[src/rtl/bcd_seg_scan.sv]
// rtl/bcd_seg_scan.sv - multiplexed common-anode 7-segment scanner for packed BCD.
// Optional leading-zero blanking: define BCD_SEG_SCAN_LZB_EN.
module bcd_seg_scan #(
  parameter int DIGITS   = 4,
  parameter int SCAN_DIV = 50000
) (
  input  logic                  clk,
  input  logic                  rst_n,
  input  logic [4*DIGITS-1:0]   bcd,
  input  logic [DIGITS-1:0]     dp_in,
  input  logic                  load,
  output logic                  busy,
  output logic [DIGITS-1:0]     an,
  output logic [6:0]            seg,
  output logic                  seg_dp
);

  localparam int IW = (DIGITS > 1) ? $clog2(DIGITS) : 1;
  localparam int DW = $clog2(SCAN_DIV);
  localparam int BW = 4 * DIGITS;

  logic [DW-1:0]     div_q, div_d;
  logic [IW-1:0]     idx_q, idx_d;
  logic [BW-1:0]     cap_bcd_q, cap_bcd_d;
  logic [DIGITS-1:0] cap_dp_q, cap_dp_d;
  logic [BW-1:0]     sh_bcd_q, sh_bcd_d;
  logic [DIGITS-1:0] sh_dp_q, sh_dp_d;
  logic              pending_q, pending_d;
  logic [DIGITS-1:0] an_q, an_d;
  logic [6:0]        seg_q, seg_d;
  logic              seg_dp_q, seg_dp_d;

  logic       tick, last, boundary;
  logic [3:0] digit;
  logic [6:0] lit;
`ifdef BCD_SEG_SCAN_LZB_EN
  logic       zero_above;
`endif

  always_comb begin
    tick     = (div_q == DW'(SCAN_DIV - 1));
    last     = (idx_q == IW'(DIGITS - 1));
    boundary = tick && last;

    div_d = tick ? '0 : div_q + DW'(1);
    idx_d = idx_q;
    if (tick) idx_d = last ? '0 : idx_q + IW'(1);

    // Apply the pending value first so a same-edge load lands in capture for the next frame.
    cap_bcd_d = cap_bcd_q;
    cap_dp_d  = cap_dp_q;
    sh_bcd_d  = sh_bcd_q;
    sh_dp_d   = sh_dp_q;
    pending_d = pending_q;
    if (boundary && pending_q) begin
      sh_bcd_d  = cap_bcd_q;
      sh_dp_d   = cap_dp_q;
      pending_d = 1'b0;
    end
    if (load) begin
      cap_bcd_d = bcd;
      cap_dp_d  = dp_in;
      pending_d = 1'b1;
    end

    digit = sh_bcd_q[int'(idx_q)*4 +: 4];
    case (digit)
      4'd0:    lit = 7'b0111111;
      4'd1:    lit = 7'b0000110;
      4'd2:    lit = 7'b1011011;
      4'd3:    lit = 7'b1001111;
      4'd4:    lit = 7'b1100110;
      4'd5:    lit = 7'b1101101;
      4'd6:    lit = 7'b1111101;
      4'd7:    lit = 7'b0000111;
      4'd8:    lit = 7'b1111111;
      4'd9:    lit = 7'b1101111;
      default: lit = 7'b1000000;
    endcase

    an_d     = ~(DIGITS'(1) << idx_q);
    seg_d    = ~lit;
    seg_dp_d = ~sh_dp_q[idx_q];

`ifdef BCD_SEG_SCAN_LZB_EN
    zero_above = 1'b1;
    for (int j = 0; j < DIGITS; j++) begin
      if (j >= int'(idx_q) && sh_bcd_q[j*4 +: 4] != 4'd0) zero_above = 1'b0;
    end
    if (idx_q != '0 && !sh_dp_q[idx_q] && zero_above) begin
      an_d  = '1;
      seg_d = 7'h7F;
    end
`endif
  end

  always_ff @(posedge clk or negedge rst_n) begin
    if (!rst_n) begin
      div_q     <= '0;
      idx_q     <= '0;
      cap_bcd_q <= '0;
      cap_dp_q  <= '0;
      sh_bcd_q  <= '0;
      sh_dp_q   <= '0;
      pending_q <= 1'b0;
      an_q      <= '1;
      seg_q     <= 7'h7F;
      seg_dp_q  <= 1'b1;
    end else begin
      div_q     <= div_d;
      idx_q     <= idx_d;
      cap_bcd_q <= cap_bcd_d;
      cap_dp_q  <= cap_dp_d;
      sh_bcd_q  <= sh_bcd_d;
      sh_dp_q   <= sh_dp_d;
      pending_q <= pending_d;
      an_q      <= an_d;
      seg_q     <= seg_d;
      seg_dp_q  <= seg_dp_d;
    end
  end

  assign busy   = pending_q;
  assign an     = an_q;
  assign seg    = seg_q;
  assign seg_dp = seg_dp_q;

endmodule
[config.mk]
export PLATFORM = sky130hd
export DESIGN_NAME = bcd_seg_scan
export DESIGN_NICKNAME = d
export VERILOG_FILES = /design/src/rtl/bcd_seg_scan.sv
export SDC_FILE = /design/constraint.sdc
export NUM_CORES = 1
export LEC_CHECK = 0
export ABC_AREA = 1
export BUFFER_PORTS_ARGS = -buffer_cell sky130_fd_sc_hd__buf_2
export CAP_MARGIN = 15
export CORE_ASPECT_RATIO = 1.2
export CORE_UTILIZATION = 47
export CTS_CLUSTER_SIZE = 20
export DETAILED_ROUTE_END_ITERATION = 16
export PLACE_DENSITY = 0.68
export SLEW_MARGIN = 20
export SYNTH_ARGS = -nofsm -noshare
export SYNTH_HDL_FRONTEND = slang
export SYNTH_SLANG_ARGS = --single-unit
[constraint.sdc]
create_clock -name clk -period 2.5 [get_ports clk]
set_input_delay 0.5 -clock clk [delete_from_list [all_inputs] [get_ports clk]]
set_output_delay 0.5 -clock clk [all_outputs]
set_load 0.005 [all_outputs]
# --- Word-level counts from Yosys, hierarchy flattened ---
# Memories as Yosys holds them, arrays and structs flattened.
# Cells that the tools add are included.
op_classes:
  n_bitwise: 3
  n_lt_le_gt_ge: 1
  n_addsub: 2
  n_eq_ne: 2
  reduce_logical: 3
  shifts: 2
  mux: 6
op_table:
  columns: ["operator", "count"]
  rows:
  - ["16-bit by 1-bit adder with 16-bit output (second input constant)", 1]
  - ["16-bit == test (second input constant)", 1]
  - ["16-bit two-way mux", 1]
  - ["16-bit by 5-bit indexed part select with 4-bit output", 1]
  - ["7-bit NOT", 1]
  - ["4-bit NOT", 1]
  - ["1-bit by 2-bit left shift with 4-bit output (first input constant)", 1]
  - ["2-bit by 3-bit less-than comparator with 1-bit output (second input constant)", 1]
  - ["1-bit two-way mux", 3]
  - ["2-bit by 1-bit adder with 2-bit output (second input constant)", 1]
  - ["1-bit binary-select mux with 2-bit select", 1]
  - ["2-bit == test (second input constant)", 1]
  - ["1-bit logical AND", 2]
  - ["2-bit two-way mux", 1]
  - ["2-bit nonzero test", 1]
  - ["1-bit NOT", 1]
totals:
  rom_bits: 112
  mem_count: 1
  elab_cells: 30
  reg_bits: 71
  input_bits: 23
memory_table:
  columns: ["name", "depth", "word_bits", "read_ports", "rd_clocked_by_memory_dff", "wr", "line_no", "source"]
  rows:
  - ["(name not given)", 16, 7, 1, 0, 0, "67", "case (digit)"]

# --- Depth between registers and ports, before layout ---
depth:
  word_depth: 5
  ltp_mapped: 10
  ltp_nobuf: 9

# --- Least setup slack after synthesis ---
# Ideal clock, no wire load.
synth_timing:
  path_kind: "register to register"
  from: "reg idx_q[0]"
  to: "reg seg_q[3] (netlist: seg[3])"
  arrival_ps: 1624
  required_time_ps: 2421
  stages_incl_launch_ff: 10
  slack_ps: 797
  setup_time_ps: 79
  cell_sequence: "dfrtp_1 > inv_1 > buf_2 > nand2_1 > a32oi_1 > inv_1 > ha_1 > inv_1 > nor2_1 > o21ai_0"
synth_via:
  elab_chain_cells: 3
synth_rtl:
  columns: ["element", "line_no", "source"]
  rows:
  - ["from (decl)", "23", "logic [IW-1:0] idx_q, idx_d;"]
  - ["from (signal assigned)", "111", "idx_q <= idx_d;"]
  - ["16-bit by 5-bit indexed part select with 4-bit output", "66", "digit = sh_bcd_q[int'(idx_q)*4 +: 4];"]
  - ["memory read 16 x 7 bit", null, null]
  - ["7-bit NOT", "82", "seg_d = ~lit;"]
  - ["via seg_d[3]", "30", "logic [6:0] seg_q, seg_d;"]
  - ["to (signal assigned)", "118", "seg_q <= seg_d;"]
  - ["to (decl)", "30", null]
# The timed path passes the listed nets, and every way through them passes these cells.
# A chain may end at the register's enable or synchronous reset.

# --- Worst setup path after layout ---
# Ends and elaborated chain as after synthesis.

==> impl_results.md <==
* Fmax achieved at around 460 MHz
* XOR/XNOR Fraction of Synth Area at between 1.5 and 2%
* Syn nets at ~430
* DR vias at approximately 2500
* Yosys reg bits at 71
* CTS tree: yes
* Htree depth at 3
* Final setup vio count at 0
* Vias in the first global route at ~2500
* P_leak at between 2 and 2.5 nW
* Worst endpoint required time at roughly 2.8 ns
* Area Growth Syn to Fin at 13.98%
* Max Cap Violations at 0
* Ports at 36
* Combinational fraction of design power at 3.4%
* Hold buffer count at CTS at 0
* Share of cells above drive strength 1 at between 15 and 20%
* Total clock buffers created by CTS at 9
* Initial DRT Pass Iterations at 4
* DRC Markers at 0
* Largest cells by area after synthesis: dfrtp_1 (45%), nand2_1 (18%), dfstp_2 (9.5%)
* Die ar. at ~0.0074 mm2
* Min Tclk post-route at between 2 and 2.5 ns
* Total negative slack at 0 ns
* WP data arrival at about 2.4 ns
* Int Power at between 1.5 and 2 mW
* Post-synth top area cell: dfrtp_1
* Critical Path Source: idx_q[0]
* Per-cell routed wire length at ~12 um
* Setup crit end: seg[3]
* Antenna diodes at 0
* Post-Synth Adder-Cell Area at between 3 and 4%
* Final Hold Fails at 0
* Share of power burned in registers at between 50% and 60%
* PwrDens at between 600 and 700 mW/mm2
* Sw frac at between 20% and 30%
* Standard-cell rows at 33
* Initial DRC count at 125
* Reg2Reg Launch Point: idx_q[0]
* Post-CTS Setup Bufs at 0
* Setup Skew at 0.01508 ns
* Synth top area share at between 40 and 50%
* Syn Inst Count at 394
* First-pass GRT wire length at roughly 11 mm
* Yosys warning count at 0
* Synth unique cells at 25
* Clock Latency Late Sink at approximately 0.35 ns
* Compound-cell area share of the yosys netlist at under 10%
* Die X at 78.53 um
* IO buf count at 35
* Commonest non-fill, non-tap cells in the layout: nand2_1 (160), dfrtp_1 (59), inv_1 (36)
* Clock sinks at 71
* Clock Power Share at between 40% and 50%
* Antenna-violating nets left at 0
* Reg2Reg Depth at 8
* GPL Wtd Cong at between 0.8 and 0.9
* Period utilization at 86.08%
* NetSw at 0.5302 mW
* Largest family of logic cells by synthesized area: simple AND/OR/NAND/NOR gates
* Worst hold path class: in -> async
* Mean Syn Cell Area at roughly 8.4 um2
* GRT Overall Usage at a little over 20%
* Core area at ~0.0068 mm2
* Most common cell after layout, fill and taps aside: nand2_1
* Initial antenna violation count at 0
* HPWL after DPL at 4.515 mm
* FF-to-FF End: seg[3]
* Vias per inst at roughly 4.9
* Critical Path Fanout Max at 14
* Post-Synthesis Cell Area at 0.003303 mm2
* Grt total ovfl at 0
* Nets at approximately 460
* R2R Setup Slk at 0.35 ns
* Outcome: completed
* Die H at 93.84 um
* Initial Util at roughly half
* Post-synthesis mux area share at 0%
* Peak supply drop at 0.0005242 V
* Power Total at 2.310 mW
* Final wirelength at roughly 6.2 mm
* CP Launch Type: flop
* Slew @ Worst Pin at between 0.5 and 0.6 ns
* Reg clk slew, reported paths at 0.09 ns
* Setup CP Type: reg -> reg
* Largest net degree at the start of global routing at 29
* Sequential cell area fraction in the yosys report at between 50% and 60%
* Type of element capturing the critical path: flop
* Hold_ws at 0.1330 ns
* Post-cts sizing count at 0
* Simple-gate share of the synthesized area at between 30% and 40%
* Slew Viols, Final at 0
* Unrepaired setup endpoints after global routing: false
* CTS Root Cell: clkbuf_8
* Clock buffer depth at 2
* Max_slew headroom at 60.10%
==> final cells by class <==
class                      count  area, um2
timing repair buffer          40      225.2
clock inverter                 7      103.9
sequential                    71       1792
fill                         650       3048
multi-input combinational    272       1272
inverter                      37      138.9
clock buffer                   9      123.9
tap                           87      108.9
==> power by group through the flow <==
stage	combinational (mW)	clock [mW]	sequential, mW
after floorplan	0.0326	0	1.21
after global placement	0.0802	0	1.21
after detailed placement	0.0830	0	1.22
after CTS	0.0831	1.07	1.19
after global routing	0.0956	1.11	1.20
final	0.0792	1.04	1.19
==> flip-flops by register name, summed over array words and instances, names as in the netlist <==
signal and flops:
idx_q 2, div_q 16, cap_dp_q 4, seg_dp 1, sh_dp_q 4, an 4
busy 1, sh_bcd_q 16, cap_bcd_q 16, seg 7
==> worst max-delay path: stages (launching register included) <==
cell and delay (ns):
dfrtp_1 0.54, inv_1 0.35, nand2_1 0.09, a32oi_1 0.34, inv_1 0.15, ha_1 0.33, inv_1 0.07, nor2_1 0.04
o21ai_0 0.17
==> synth_stat cells <==
library cell and number:
dfstp_2 12, nand4_1 22, xor2_1 6, ha_1 10, clkbuf_1 4, a32oi_1 1
nor2_2 1, clkbuf_8 1, nand2_1 160, nor2_1 31, a21oi_1 5, buf_6 3
dfrtp_1 59, a32o_1 1, nor2_4 1, nand3_2 1, inv_2 1, nand3_1 18
nand2_2 1, buf_2 3, buf_4 3, o21ai_0 9, nand3b_1 1, nor3_1 4
inv_1 36
==> through the flow <==
| step | worst slack, ns | cells | area, um2 | util [%] |
|---|---|---|---|---|
| 6_report | 0.3481 | 523 | 3765 | 55.26 |
| 5_1_grt | 0.1589 | 523 | 3765 | 55.26 |
| 4_1_cts | 0.3423 | 523 | 3765 | 55.26 |
| 3_5_place_dp | 0.3596 | 507 | 3537 | 51.92 |
| 3_3_place_gp | 0.5451 | 507 | 3537 | 51.92 |
| 2_1_floorplan | 0.7969 | 394 | 3303 | - |
==> metal layers <==
metal	GRT usage, %	share of wire [%]	vias to the layer above
met5	0	0	-
met4	7.870	1.3	0
met3	5.825	3.7	5
met2	34.13	49	52
met1	24.17	46	1176
li1	-	-	1311
==> logic make-up (layout without fill, tap and decap cells) <==
logic type,after synthesis,after routing
buf+inv,51,93
xor+xnor,6,6
compound gates,16,16
flops,71,71
simple gates,240,240
fa+ha+maj,10,10
==> worst min path at each step <==
| stage | to | slack [ns] |
|---|---|---|
| final | sh_dp_q[0] | 0.13 |
| after global routing | cap_bcd_q[4] | 0.17 |
| after CTS | cap_dp_q[2] | 0.13 |
| after detailed placement | cap_bcd_q[2] | 0.46 |
| after global placement | cap_bcd_q[5] | 0.46 |
| after floorplan | busy | 0.20 |
Power figures use the tool's default switching activity.
